<file path="config.mk">
export PLATFORM = sky130hd
export DESIGN_NAME = psg_mix_sched_flat
export DESIGN_NICKNAME = d
export VERILOG_FILES = /design/src/rtl/psg_pkg.sv /design/src/rtl/psg_mix_sched_if.sv /design/src/rtl/psg_log_lut.sv /design/src/rtl/psg_mix_sched.sv /design/src/flat_wrapper.sv
export SDC_FILE = /design/constraint.sdc
export NUM_CORES = 1
export LEC_CHECK = 0
export ABC_AREA = 1
export BUFFER_PORTS_ARGS = -buffer_cell sky130_fd_sc_hd__buf_4
export CAP_MARGIN = 20
export CORE_ASPECT_RATIO = 0.6
export CORE_UTILIZATION = 55
export DETAILED_ROUTE_END_ITERATION = 8
export PLACE_DENSITY = 0.76
export REMOVE_ABC_BUFFERS = 1
export SLEW_MARGIN = 20
export SYNTH_ARGS = -nofsm -noshare
export SYNTH_HDL_FRONTEND = slang
export SYNTH_HIERARCHICAL = 1
export SYNTH_SLANG_ARGS = --single-unit
</file>
<file path="constraint.sdc">
create_clock -name clk -period 9.1 [get_ports clk]
set_input_delay 1.365 -clock clk [delete_from_list [all_inputs] [get_ports clk]]
set_output_delay 1.365 -clock clk [all_outputs]
set_load 0.03 [all_outputs]
</file>
<file path="src/rtl/psg_pkg.sv">
// Shared types and constants for the PSG mix scheduler: widths, FSM states and the
// log-volume table used by the single shared converter.
package psg_pkg;

   localparam int unsigned MIX_W = 12;
   localparam int unsigned LVL_W = 5;
   localparam int unsigned LOG_W = 8;
   localparam int unsigned NUM_VOICES = 3;

   localparam logic [LOG_W-1:0] LOG_LUT [32] = '{
      8'd0,   8'd1,   8'd2,   8'd3,   8'd3,   8'd4,   8'd5,   8'd6,
      8'd8,   8'd9,   8'd11,  8'd13,  8'd16,  8'd18,  8'd24,  8'd29,
      8'd32,  8'd34,  8'd44,  8'd55,  8'd61,  8'd66,  8'd82,  8'd98,
      8'd114, 8'd130, 8'd148, 8'd166, 8'd187, 8'd207, 8'd231, 8'd255
   };

   typedef enum logic [2:0] {
      StIdle,
      StV0,
      StV1,
      StV2,
      StDone
   } state_e;

   // 5*L as a shift-and-add, 11 bits wide so 5*255 fits
   function automatic logic [10:0] weight5(input logic [LOG_W-1:0] l);
      return ({3'b000, l} << 2) + {3'b000, l};
   endfunction

endpackage

</file>
<file path="src/rtl/psg_mix_sched_if.sv">
// Sample-request / mixed-sample bundle between the PSG voice stage and the mixer.
interface psg_mix_sched_if;
   import psg_pkg::*;

   logic                  sample_stb;
   logic [LVL_W-1:0]      voice0;
   logic [LVL_W-1:0]      voice1;
   logic [LVL_W-1:0]      voice2;
   logic [NUM_VOICES-1:0] voice_mask;
   logic [MIX_W-1:0]      audio_out;
   logic                  out_valid;
   logic                  busy;
   logic                  overrun;

   modport master (
      output sample_stb, voice0, voice1, voice2, voice_mask,
      input  audio_out, out_valid, busy, overrun
   );

   modport slave (
      input  sample_stb, voice0, voice1, voice2, voice_mask,
      output audio_out, out_valid, busy, overrun
   );

endinterface

</file>
<file path="src/rtl/psg_log_lut.sv">
// Combinational linear-to-log volume converter, shared across all three voices.
module psg_log_lut
   import psg_pkg::*;
(
   input  logic [LVL_W-1:0] lvl,
   output logic [LOG_W-1:0] log_lvl
);

   assign log_lvl = LOG_LUT[lvl];

endmodule

</file>
<file path="src/rtl/psg_mix_sched.sv">
// Time-multiplexed PSG mixer: snapshots three voice levels per strobe and accumulates
// their weighted log volumes through one shared lookup, one voice per cycle.
module psg_mix_sched
   import psg_pkg::*;
(
   input logic            clk,
   input logic            reset,
   psg_mix_sched_if.slave bus
);

   state_e                state_q, state_d;
   logic [LVL_W-1:0]      snap_q [NUM_VOICES];
   logic [NUM_VOICES-1:0] mask_q;
   logic                  pending_q, pending_d;
   logic [MIX_W-1:0]      acc_q, acc_d;
   logic [MIX_W-1:0]      audio_q, audio_d;
   logic                  valid_q, valid_d;
   logic                  overrun_q, overrun_d;
   logic                  take_snap;

   logic [LVL_W-1:0]      sel_lvl;
   logic                  sel_mask;
   logic [LOG_W-1:0]      log_lvl;
   logic [10:0]           weighted;

   // Voice select for the shared lookup, driven only by registered state
   always_comb begin
      sel_lvl  = snap_q[0];
      sel_mask = mask_q[0];
      case (state_q)
         StV1: begin
            sel_lvl  = snap_q[1];
            sel_mask = mask_q[1];
         end
         StV2: begin
            sel_lvl  = snap_q[2];
            sel_mask = mask_q[2];
         end
         default: ;
      endcase
   end

   psg_log_lut u_log_lut (
      .lvl     (sel_lvl),
      .log_lvl (log_lvl)
   );

   assign weighted = sel_mask ? 11'd0 : weight5(log_lvl);

   always_comb begin
      state_d   = state_q;
      pending_d = pending_q;
      acc_d     = acc_q;
      audio_d   = audio_q;
      valid_d   = 1'b0;
      overrun_d = 1'b0;
      take_snap = 1'b0;

      unique case (state_q)
         StIdle: begin
            if (bus.sample_stb) begin
               take_snap = 1'b1;
               acc_d     = '0;
               state_d   = StV0;
            end
         end
         StV0, StV1, StV2: begin
            acc_d = acc_q + {1'b0, weighted};
            unique case (state_q)
               StV0:    state_d = StV1;
               StV1:    state_d = StV2;
               default: state_d = StDone;
            endcase
            // One request may queue behind the running sample; any further one is lost
            if (bus.sample_stb) begin
               if (pending_q) overrun_d = 1'b1;
               else           pending_d = 1'b1;
            end
         end
         StDone: begin
            audio_d = acc_q;
            valid_d = 1'b1;
            if (pending_q || bus.sample_stb) begin
               take_snap = 1'b1;
               acc_d     = '0;
               pending_d = 1'b0;
               state_d   = StV0;
            end else begin
               state_d = StIdle;
            end
         end
         default: state_d = StIdle;
      endcase
   end

   always_ff @(posedge clk) begin
      if (reset) begin
         state_q   <= StIdle;
         pending_q <= 1'b0;
         acc_q     <= '0;
         audio_q   <= '0;
         valid_q   <= 1'b0;
         overrun_q <= 1'b0;
      end else begin
         state_q   <= state_d;
         pending_q <= pending_d;
         acc_q     <= acc_d;
         audio_q   <= audio_d;
         valid_q   <= valid_d;
         overrun_q <= overrun_d;
      end
   end

   always_ff @(posedge clk) begin
      if (reset) begin
         for (int i = 0; i < NUM_VOICES; i++) snap_q[i] <= '0;
         mask_q <= '0;
      end else if (take_snap) begin
         snap_q[0] <= bus.voice0;
         snap_q[1] <= bus.voice1;
         snap_q[2] <= bus.voice2;
         mask_q    <= bus.voice_mask;
      end
   end

   assign bus.audio_out = audio_q;
   assign bus.out_valid = valid_q;
   assign bus.overrun   = overrun_q;
   assign bus.busy      = (state_q != StIdle);

endmodule
</file>
<file path="src/flat_wrapper.sv">
// flat-port wrapper written by rule: the top's interface ports become plain ports
module psg_mix_sched_flat import psg_pkg::*;
  (clk, reset, bus_sample_stb, bus_voice0, bus_voice1, bus_voice2, bus_voice_mask, bus_audio_out, bus_out_valid, bus_busy, bus_overrun);
  psg_mix_sched_if bus_i ();
  input logic clk;
  input logic reset;
  input wire logic [$bits(bus_i.sample_stb)-1:0] bus_sample_stb;
  input wire logic [$bits(bus_i.voice0)-1:0] bus_voice0;
  input wire logic [$bits(bus_i.voice1)-1:0] bus_voice1;
  input wire logic [$bits(bus_i.voice2)-1:0] bus_voice2;
  input wire logic [$bits(bus_i.voice_mask)-1:0] bus_voice_mask;
  output wire logic [$bits(bus_i.audio_out)-1:0] bus_audio_out;
  output wire logic [$bits(bus_i.out_valid)-1:0] bus_out_valid;
  output wire logic [$bits(bus_i.busy)-1:0] bus_busy;
  output wire logic [$bits(bus_i.overrun)-1:0] bus_overrun;
  assign bus_i.sample_stb = bus_sample_stb;
  assign bus_i.voice0 = bus_voice0;
  assign bus_i.voice1 = bus_voice1;
  assign bus_i.voice2 = bus_voice2;
  assign bus_i.voice_mask = bus_voice_mask;
  assign bus_audio_out = bus_i.audio_out;
  assign bus_out_valid = bus_i.out_valid;
  assign bus_busy = bus_i.busy;
  assign bus_overrun = bus_i.overrun;
  psg_mix_sched u_core (.clk(clk), .reset(reset), .bus(bus_i));
endmodule
</file>
==> results.tsv <==
metric	value	unit
status	finished, final reports clean	
synthesized cell area	0.003229	sq mm
Crit-path slowest cell	dfxtp_1	
CTS tree	yes	
number of synthesized flops with an enable pin	15	
Max FO, Critical Path	6	
most common cell after layout, fill and taps aside	nand2_1	
Yosys warnings	6	
maximum clock insertion buffer count	2	
synth-to-layout area growth	12.17	%
clock transition at the registers of the reported paths	90	ps
Starting Density	57.43	%
worst path arrival time	4830	ps
Cells after Synth	469	
power per cell area	222.6	mW/mm^2
WP buf/inv	5	
largest net degree at the start of global routing	19	
DR pass1 iterations	6	
Switching Fraction	43.14	%
Setup Viol. Count Final	0	
Final min period	4623	ps
GRT overflow	0	
worst slew pin tran	724.2	ps
Max Cap Viol	0	
clock root buffer master	clkbuf_8	
Logic pwr share	47.2	%
total clock buffers created by CTS	5	
asr flop ratio synth	0	%
H-tree levels	2	
P_leak	1.872	nW
crit path kind	flip-flop to flip-flop	
drt drc	0	
# hold bufs at CTS	0	
Fill cells	511	
Via Count	3135	
FF/Latch Area	0.001111	sq mm
Post-CTS Setup Bufs	0	
1st-iter DRT viols	384	
maximum VDD drop	0.0001560	V
Total GRT Usage	28.94	%
total internal power	0.4585	mW
Buffers on Ports	35	
Rows	21	
hold slack	464.5	ps
global placer's final weighted congestion	0.9448	
Core Box Area	0.005623	sq mm
CTS resizes	0	
setup repair after global routing missed its margin	no	
number of nets in the layout	547	
Setup Skew	8.697	ps
sequential power share	32.9	%
Avg Cell Area, Syn	6.886	sq um
initial antenna violation count	0	
Critical Path RT	9310	ps
DR vias/cell	5.396	
predominant post-synthesis flop cell	dfxtp_1	
commonest cells after routing, fill and taps aside	nand2_1 (149), inv_1 (56), nor2_1 (51)	
dpl hpwl	6241	um
Critical Path Max Stage Delay	460	ps
endpoint type of the worst setup path	flip-flop	
final WL	8263	um
DIE AREA	0.006192	sq mm
Psw	0.3478	mW
worst skew pair latency	310	ps
hold crit path type	flip-flop to flip-flop	
clock network power share	20.0	%
share of layout cells above drive strength 1	13.17	%
Hold Vio Cnt, Final	0	
sequential area share after synthesis	34.41	%
Wirelength per Cell	14.22	um
ANT nets after route	0	
Rel. slew slack	51.60	%
Slew Viols, Final	0	
critical path's top delay family	simple AND/OR/NAND/NOR gates	
unique cell type count in the Yosys netlist	35	
Chip Width	100.9	um
Die H	61.36	um
Yosys reg bits	48	
ANT cells	0	
crit start category	flip-flop	
Highest Clock Rate	216.3	MHz
Sink Count	48	
area of the multi-input gates	0.001788	sq mm
I/O pin cnt	36	
vias in the first global route	2733	
part of the cycle the worst path needs	50.80	%
total negative slack	0	ps
first-pass GRT wire length	13430	um
## per-stage QoR
stage	area, sq um	worst slack [ps]	util [%]	power, mW	instances
6_report	3622	4477	64.42	0.8063	581
5_1_grt	3622	3984	64.42	0.8658	581
4_1_cts	3622	4560	64.42	0.7975	581
3_5_place_dp	3506	4593	62.35	0.6349	573
3_3_place_gp	3506	4853	62.35	0.6274	573
2_1_floorplan	3143	5259	-	0.5411	458
## final cells by class
class	count	share of cell area, %
clock buffer	5	1.900
sequential	48	30.67
timing repair buffer	35	7.254
clock inverter	3	1.313
inverter	63	6.736
tap	80	2.763
multi-input combinational	347	49.36
## Yosys cell counts (2+ instances only)
cell type | n | share of area [%]
inv_2 | 5 | 0.58
edfxtp_1 | 15 | 14
dfxtp_1 | 33 | 20
nand2_2 | 5 | 0.97
o21bai_1 | 2 | 0.46
ha_1 | 24 | 9.3
a21oi_1 | 32 | 5.0
nand2_1 | 149 | 17
inv_1 | 56 | 6.5
o21ai_1 | 4 | 0.62
clkbuf_1 | 2 | 0.23
nor2_1 | 51 | 5.9
buf_6 | 5 | 1.7
o21ai_2 | 3 | 0.81
nor2_4 | 3 | 1.0
fa_1 | 2 | 1.2
o21ai_0 | 9 | 1.4
nor3_1 | 2 | 0.31
nand4_1 | 3 | 0.58
nand2_4 | 2 | 0.70
nand3_1 | 42 | 6.5
nand3b_1 | 5 | 1.2
buf_2 | 3 | 0.46
## per-layer routing
| metal | global-route usage, % | part of all wire, % | up-vias |
|---|---|---|---|
| li1 | - | - | 1553 |
| met1 | 44.34 | 50 | 1434 |
| met2 | 42.17 | 40 | 135 |
| met3 | 5.562 | 9.5 | 13 |
| met4 | 6.004 | 0.76 | 0 |
| met5 | 0 | 0 | - |
## path summary, 6_finish.rpt
kind / startpoint / to / slack [ps] / cells after the start
max reg2reg: u_core/state_q[0] / u_core/acc_q[11] / 4480 / 30
max: u_core/state_q[0] / u_core/acc_q[11] / 4480 / 30
min reg2reg: u_core/mask_q[0] / u_core/mask_q[0] / 460 / 2
min: u_core/mask_q[0] / u_core/mask_q[0] / 460 / 2
## kinds of logic (layout without fill, tap and decap cells)
| kind of cell | Yosys count | count (layout) | synth area share (%) |
|---|---|---|---|
| buf+inv | 74 | 106 | 10.23 |
| flops | 48 | 48 | 34.41 |
| simple gates | 265 | 265 | 35.18 |
| xor+xnor | 1 | 1 | 0.2713 |
| compound gates | 55 | 55 | 9.377 |
| fa+ha+maj | 26 | 26 | 10.54 |
## state kept, by name, indices dropped and copies added (netlist names)
register	flops
u_core/acc_q	12
u_core/bus.audio_out	12
u_core/bus.out_valid	1
u_core/bus.overrun	1
u_core/mask_q	3
u_core/pending_q	1
u_core/snap_q	15
u_core/state_q	3
## worst register-to-register path, delay by kind of cell, from the launching register on
family,cells,cell delay [ps]
flip-flops,1,460
AND/OR/NAND/NOR,18,1790
AO/OA/AOI/OAI,3,480
adder cells (fa/ha/maj),4,1180
buffers and inverters,5,630
## power by group through the flow
stage	combinational (mW)	sequential [mW]	clock, mW
floorplan	0.277	0.264	0
global placement	0.358	0.270	0
detailed placement	0.366	0.269	0
CTS	0.369	0.264	0.164
global route	0.425	0.268	0.173
finish	0.380	0.265	0.161
(Power assumes the default switching activity.)
